--- src/rtl/clock_monitor_pkg.sv ---
// rtl/clock_monitor_pkg.sv - shared FSM encoding and defaults for the divided-clock monitor
package clock_monitor_pkg;

  localparam int DEFAULT_CNT_W = 32;

  typedef enum logic [2:0] {
    ST_IDLE    = 3'd0,
    ST_ARM     = 3'd1,
    ST_MEASURE = 3'd2,
    ST_LOCKED  = 3'd3,
    ST_FAULT   = 3'd4
  } state_t;

endpackage

--- src/rtl/clock_monitor_sync.sv ---
// rtl/clock_monitor_sync.sv - synchronizer and rising-edge detector for the monitored clock
module clock_monitor_sync #(
  parameter int SYNC_STAGES = 2
) (
  input  logic clk,
  input  logic rst,
  input  logic mon_clk,
  input  logic enable,
  output logic tick
);

  logic [SYNC_STAGES-1:0] stages;
  logic                   prev;

  // Chain and history reset high so a clock already high (or rising with
  // reset) is never mistaken for a fresh edge once reset releases.
  always_ff @(posedge clk) begin
    if (rst) begin
      stages <= '1;
      prev   <= 1'b1;
      tick   <= 1'b0;
    end else begin
      stages <= {stages[SYNC_STAGES-2:0], mon_clk};
      prev   <= stages[SYNC_STAGES-1];
      tick   <= stages[SYNC_STAGES-1] & ~prev & enable;
    end
  end

endmodule

--- src/rtl/clock_monitor.sv ---
// rtl/clock_monitor.sv - measures divided-clock period and reports lock, fault and timeout
module clock_monitor
  import clock_monitor_pkg::*;
#(
  parameter int CNT_W       = DEFAULT_CNT_W,
  parameter int SYNC_STAGES = 2,
  parameter int LOCK_COUNT  = 4,
  parameter int TOL         = 2
) (
  input  logic             clock_monitor_clk,
  input  logic             clock_monitor_rst,
  input  logic             clock_monitor_mon_clk,
  input  logic             clock_monitor_enable,
  input  logic [CNT_W-1:0] clock_monitor_expected,
  output logic             clock_monitor_tick,
  output logic [CNT_W-1:0] clock_monitor_period,
  output logic             clock_monitor_valid,
  output logic             clock_monitor_locked,
  output logic             clock_monitor_fault,
  output logic             clock_monitor_timeout
);

  localparam int               MC_W    = $clog2(LOCK_COUNT + 1);
  localparam logic [CNT_W-1:0] CNT_MAX = '1;
  localparam logic [CNT_W:0]   TOL_W   = (CNT_W + 1)'(TOL);

  state_t           state;
  logic [CNT_W-1:0] counter;
  logic [CNT_W-1:0] exp_q;
  logic [MC_W-1:0]  match_cnt;
  logic [CNT_W:0]   diff;
  logic             match;
  logic             saturated;
  logic             tick;

  clock_monitor_sync #(
    .SYNC_STAGES(SYNC_STAGES)
  ) u_sync (
    .clk    (clock_monitor_clk),
    .rst    (clock_monitor_rst),
    .mon_clk(clock_monitor_mon_clk),
    .enable (clock_monitor_enable),
    .tick   (tick)
  );

  assign clock_monitor_tick = tick;
  assign saturated          = (counter == CNT_MAX);

  // One extra bit keeps the absolute difference free of wrap-around.
  always_comb begin
    diff  = ({1'b0, counter} >= {1'b0, exp_q}) ? ({1'b0, counter} - {1'b0, exp_q})
                                               : ({1'b0, exp_q} - {1'b0, counter});
    match = (diff <= TOL_W);
  end

  always_ff @(posedge clock_monitor_clk) begin
    if (clock_monitor_rst || !clock_monitor_enable) begin
      state                 <= ST_IDLE;
      counter               <= '0;
      match_cnt             <= '0;
      clock_monitor_period  <= '0;
      clock_monitor_valid   <= 1'b0;
      clock_monitor_locked  <= 1'b0;
      clock_monitor_fault   <= 1'b0;
      clock_monitor_timeout <= 1'b0;
      if (clock_monitor_rst) exp_q <= '0;
    end else begin
      clock_monitor_valid <= 1'b0;
      if (state == ST_IDLE) begin
        state   <= ST_ARM;
        exp_q   <= clock_monitor_expected;
        counter <= '0;
      end else begin
        if (tick)            counter <= CNT_W'(1);
        else if (!saturated) counter <= counter + CNT_W'(1);

        // A tick always beats saturation: the edge did arrive.
        case (state)
          ST_ARM: begin
            if (tick) begin
              state <= ST_MEASURE;
            end else if (saturated) begin
              clock_monitor_timeout <= 1'b1;
              state                 <= ST_FAULT;
            end
          end
          ST_MEASURE: begin
            if (tick) begin
              clock_monitor_period <= counter;
              clock_monitor_valid  <= 1'b1;
              if (!match) begin
                match_cnt <= '0;
              end else if (match_cnt == MC_W'(LOCK_COUNT - 1)) begin
                match_cnt            <= '0;
                state                <= ST_LOCKED;
                clock_monitor_locked <= 1'b1;
              end else begin
                match_cnt <= match_cnt + MC_W'(1);
              end
            end else if (saturated) begin
              clock_monitor_timeout <= 1'b1;
              state                 <= ST_FAULT;
            end
          end
          ST_LOCKED: begin
            if (tick) begin
              clock_monitor_period <= counter;
              clock_monitor_valid  <= 1'b1;
              if (!match) begin
                state                <= ST_FAULT;
                clock_monitor_fault  <= 1'b1;
                clock_monitor_locked <= 1'b0;
              end
            end else if (saturated) begin
              clock_monitor_timeout <= 1'b1;
              clock_monitor_locked  <= 1'b0;
              state                 <= ST_FAULT;
            end
          end
          ST_FAULT: begin
            if (tick) begin
              clock_monitor_period <= counter;
              clock_monitor_valid  <= 1'b1;
            end
          end
          default: state <= ST_IDLE;
        endcase
      end
    end
  end

endmodule

--- config.mk ---
export PLATFORM = sky130hd
export DESIGN_NAME = clock_monitor
export DESIGN_NICKNAME = d
export VERILOG_FILES = /design/src/rtl/clock_monitor_pkg.sv /design/src/rtl/clock_monitor_sync.sv /design/src/rtl/clock_monitor.sv
export SDC_FILE = /design/constraint.sdc
export NUM_CORES = 1
export LEC_CHECK = 0
export BUFFER_PORTS_ARGS = -buffer_cell sky130_fd_sc_hd__buf_2
export CORE_MARGIN = 4
export CORE_UTILIZATION = 55
export CTS_CLUSTER_SIZE = 12
export DETAILED_ROUTE_END_ITERATION = 10
export GPL_TIMING_DRIVEN = 0
export PLACE_DENSITY = 0.77
export SLEW_MARGIN = 10
export SYNTH_ARGS = -nofsm -noshare
export SYNTH_HDL_FRONTEND = slang
export SYNTH_SLANG_ARGS = --single-unit
--- constraint.sdc ---
create_clock -name clock_monitor_clk -period 3.9 [get_ports clock_monitor_clk]
set_input_delay 0.585 -clock clock_monitor_clk [delete_from_list [all_inputs] [get_ports clock_monitor_clk]]
set_output_delay 0.585 -clock clock_monitor_clk [all_outputs]
set_load 0.005 [all_outputs]
==> results.txt <==
----------------------------------------------------
[CTS]
  Insertion delay of the later-clocked pin in the worst-skew pair ... 340 ps
  Clock Pin Slew Worst Setup and Hold Paths ... 80 ps
  CTS tree ... done
  Total number of clock tree sinks ... 110
  Number of clock buffers inserted by TritonCTS ... 9
  Clk Tree Root Cell ... sky130_fd_sc_hd__clkbuf_16
  Maximum level of the CTS H-tree ... 3
  Clk buf depth ... 2
  CTS Hold Buffers Added ... 0

[Worst setup path]
  Category of the most critical setup path ... flip-flop to flip-flop
  Critical Path Start ... counter[3]
  Type of element launching the critical path ... flip-flop
  Data arrival time of the critical path ... 4300 ps
  Critical path peak fanout ... 10
  Sort of element at the end of the critical path ... flip-flop
  Launch instance of the worst register-to-register path ... counter[3]
  Req. time, crit path ... 4190 ps

[Floorplan]
  Vertical die dimension ... 131 microns
  Initial Utilization ... 56.7%
  X dimension of the die ... 131 microns
  Count of standard-cell rows ... 44
  Area of the core ... 0.0147 sq mm
  Top-level port count ... 73
  Die Area ... 0.0172 sq mm

[Power and ir drop]
  Max IR drop VDD ... 0.302 mV
  Reported net switching power ... 0.882 mW
  Leakage ... 3.97 nW
  Clock network fraction of total power ... 30.4%
  Internal power consumption ... 1.93 mW
  Proportion of power drawn by flip-flops and latches ... 43.5%
  Comb pwr share ... 26.1%
  Switching part of the total ... 31.4%
  Power per Cell Area ... 279 mW/mm^2

[Logic synthesis]
  Post-synthesis async set-or-reset flop share ... 0%
  Post-synthesis instance total ... 1055
  Part of the Yosys area used for sequential elements ... 30.3%
  FF+latch count, synth ... 110
  Post-synth EDFFs ... 32
  Synthesized netlist net count ... 1159
  Predominant post-synthesis flop cell ... sky130_fd_sc_hd__dfxtp_1
  Yosys top cell area share ... 18.7%
  Mean instance size in the synthesized netlist ... 7.90 sq um
  Synthesized area ... 0.00834 sq mm
  Count of cell types in the netlist ... 74
  Main area contributors after synthesis ... sky130_fd_sc_hd__dfxtp_1 19%, sky130_fd_sc_hd__edfxtp_1 12%, sky130_fd_sc_hd__ha_1 9.9%
  Largest area contributor in the synthesized netlist ... sky130_fd_sc_hd__dfxtp_1
  Synth warn ... 0

[Detailed routing]
  1st-iter DRT viols ... 988
  DRC violations left ... 0
  Vias per std cell ... 6.16
  Routed Antenna Nets ... 0
  Wire length per cell after detailed routing ... 18.8 microns
  Via Count ... 8370
  Sum of routed wire length over all layers ... 25600 microns
  Length of the first detailed-routing pass in iterations ... 5

[Finish]
  Area added between synthesis and finish ... 20.8%
  Post-route design area ... 0.0101 sq mm
  Number of inserted diodes ... 0
  Most frequent standard cell in the layout excluding fill and tap cells ... sky130_fd_sc_hd__nand2_1
  Number of nets in the final layout ... 1273
  Highest-count cells in the layout ignoring fill and taps ... 138 x sky130_fd_sc_hd__nand2_1, 101 x sky130_fd_sc_hd__a21oi_1, 79 x sky130_fd_sc_hd__buf_2, 73 x sky130_fd_sc_hd__nor2_1, 67 x sky130_fd_sc_hd__inv_1
  Fraction of final layout cells sized beyond drive strength 1 ... 22.7%
  Filler cells ... 1152

[Place]
  Placement-stage cell area ... 0.00894 sq mm
  Placer Congestion ... 0.974
  Number of I/O port buffers ... 72
  HPWL after detailed placement ... 19000 microns

[Hold path]
  Min-delay src ... u_sync.stages[0]
  Hold WC Path Type ... flip-flop to flip-flop

[Flow run]
  Number of max-cap violations ... 0

[Timing]
  Slew margin rel. ... 43.3%
  Final hold violation count ... 0
  Minimum clock period after layout ... 4010 ps
  Slew at the pin closest to its max-slew limit ... 844 ps
  Setup repair after global routing missed its margin ... yes
  Fin. max-slew vios ... 0
  Final worst clock skew ... 10.6 ps
  Final-report setup violation count ... 7
  Final worst slack ... -114 ps
  Final worst path period share ... 103%
  Maximum clock frequency ... 0.249 GHz
  Fin Hold WS ... 414 ps

[Run status]
  Result of the run ... finished, violations left
  Violated checks ... negative setup slack

[Global routing]
  Antenna violations before repair ... 0
  Global-route wire length before repair ... 41000 microns
  Total gr overflow ... 0
  Number of global-route vias before repair ... 8019
  Global routing usage summed across all routing layers ... 28.5%
  Largest net degree at the start of global routing ... 33

----------------------------------------------------
[synth_stat cells (5+ instances only)]
| master | instances |
|---|---|
| sky130_fd_sc_hd__o21ai_0 | 44 |
| sky130_fd_sc_hd__o21ai_1 | 5 |
| sky130_fd_sc_hd__nor3_1 | 16 |
| sky130_fd_sc_hd__nand2_1 | 140 |
| sky130_fd_sc_hd__nand4_1 | 32 |
| sky130_fd_sc_hd__xnor2_1 | 45 |
| sky130_fd_sc_hd__buf_2 | 11 |
| sky130_fd_sc_hd__nor4_1 | 9 |
| sky130_fd_sc_hd__and2_1 | 36 |
| sky130_fd_sc_hd__o21bai_1 | 13 |
| sky130_fd_sc_hd__nor2b_1 | 8 |
| sky130_fd_sc_hd__nand2b_1 | 8 |
| sky130_fd_sc_hd__and3_1 | 10 |
| sky130_fd_sc_hd__or2_2 | 5 |
| sky130_fd_sc_hd__xor2_1 | 22 |
| sky130_fd_sc_hd__ha_1 | 66 |
| sky130_fd_sc_hd__o211ai_1 | 10 |
| sky130_fd_sc_hd__clkbuf_1 | 32 |
| sky130_fd_sc_hd__o21a_1 | 11 |
| sky130_fd_sc_hd__mux2i_1 | 9 |
| sky130_fd_sc_hd__nand3_1 | 24 |
| sky130_fd_sc_hd__dfxtp_1 | 78 |
| sky130_fd_sc_hd__a21o_1 | 14 |
| sky130_fd_sc_hd__edfxtp_1 | 32 |
| sky130_fd_sc_hd__buf_4 | 6 |
| sky130_fd_sc_hd__a21oi_1 | 118 |
| sky130_fd_sc_hd__a211oi_1 | 11 |
| sky130_fd_sc_hd__inv_1 | 76 |
| sky130_fd_sc_hd__nor2_1 | 74 |
[power groups by stage]
stage               clock network, mW  registers, mW  logic [mW]
global placement                    0           1.25       0.584
floorplan                           0           1.24       0.446
global route                    0.911           1.22       0.784
detailed placement                  0           1.25       0.591
CTS                             0.852           1.22       0.675
finish                          0.854           1.22       0.733
[metal layers]
metal / vias up / GRT usage (%) / wire (microns)
li1: 3924 / - / -
met1: 3901 / 39.5 / 11100
met2: 451 / 45.9 / 11600
met3: 94 / 3.33 / 1880
met4: 0 / 11.0 / 1030
met5: - / 0 / 0
[what timing repair did]
| item | in CTS | in global routing |
|---|---|---|
| hold endpoints to repair | 0 | 0 |
| pin swaps | 26 | 21 |
| buffers inserted | 28 | 7 |
| setup endpoints to repair | 8 | 8 |
| resized for setup | 127 | 35 |
[logic make-up (layout without fill, tap and decap cells)]
kind of cell    count (synthesis)  in the layout  share of synthesized area [%]
compound gates                279            279                           21.1
xor+xnor                       67             67                           7.04
fa+ha+maj                      68             68                           10.4
buf+inv                       130            249                           6.47
flops                         110            110                           30.3
mux                            14             14                           1.76
simple gates                  387            387                           23.0
[final timing paths]
check        depth (start not counted)  slack, ps                to
min reg2reg                          1        410  u_sync.stages[1]
max reg2reg                         14       -110          state[2]
min                                  1        410  u_sync.stages[1]
max                                 14       -110          state[2]
[area by class of cell]
class	instances	area (sq um)	share of cell area [%]
Multi-Input combinational cell	815	5740	57.0
Sequential cell	110	2580	25.6
Timing Repair Buffer	107	643	6.38
Buffer	50	317	3.14
Inverter	76	292	2.89
Tap cell	184	230	2.29
Clock buffer	9	225	2.24
Clock inverter	7	47.5	0.472
[critical path: stages (launching register included)]
cell and delay (ps):
sky130_fd_sc_hd__dfxtp_4 370, sky130_fd_sc_hd__clkinvlp_4 110, sky130_fd_sc_hd__ha_4 260, sky130_fd_sc_hd__buf_4 180
sky130_fd_sc_hd__a21oi_1 210, sky130_fd_sc_hd__a211oi_1 140, sky130_fd_sc_hd__a211oi_2 280, sky130_fd_sc_hd__nor3_2 100
sky130_fd_sc_hd__or4b_4 530, sky130_fd_sc_hd__xor2_1 150, sky130_fd_sc_hd__or4_4 550, sky130_fd_sc_hd__a2111oi_4 290
sky130_fd_sc_hd__and4bb_4 390, sky130_fd_sc_hd__mux2_4 320, sky130_fd_sc_hd__nand2_1 50
[flip-flops by register name, summed over array words and instances (netlist names)]
| name | count |
|---|---|
| clock_monitor_period | 32 |
| counter | 32 |
| exp_q | 32 |
| match_cnt | 3 |
| state | 3 |
| u_sync.stages | 2 |
| clock_monitor_fault | 1 |
| clock_monitor_locked | 1 |
| clock_monitor_timeout | 1 |
| clock_monitor_valid | 1 |
| u_sync.prev | 1 |
| u_sync.tick | 1 |
[stage by stage]
stage | setup WS, ps | TNS, ps | cells | power, mW | utilization, %
6_report | -114 | -537 | 1358 | 2.81 | 68.5
5_1_grt | -137 | -749 | 1358 | 2.92 | 68.5
4_1_cts | 0.379 | 0 | 1352 | 2.75 | 67.3
3_5_place_dp | -694 | -4770 | 1311 | 1.84 | 60.8
3_3_place_gp | -675 | -4620 | 1311 | 1.84 | 60.8
2_1_floorplan | 1.87 | 0 | 1055 | 1.69 | -
(Power assumes the default switching activity.)
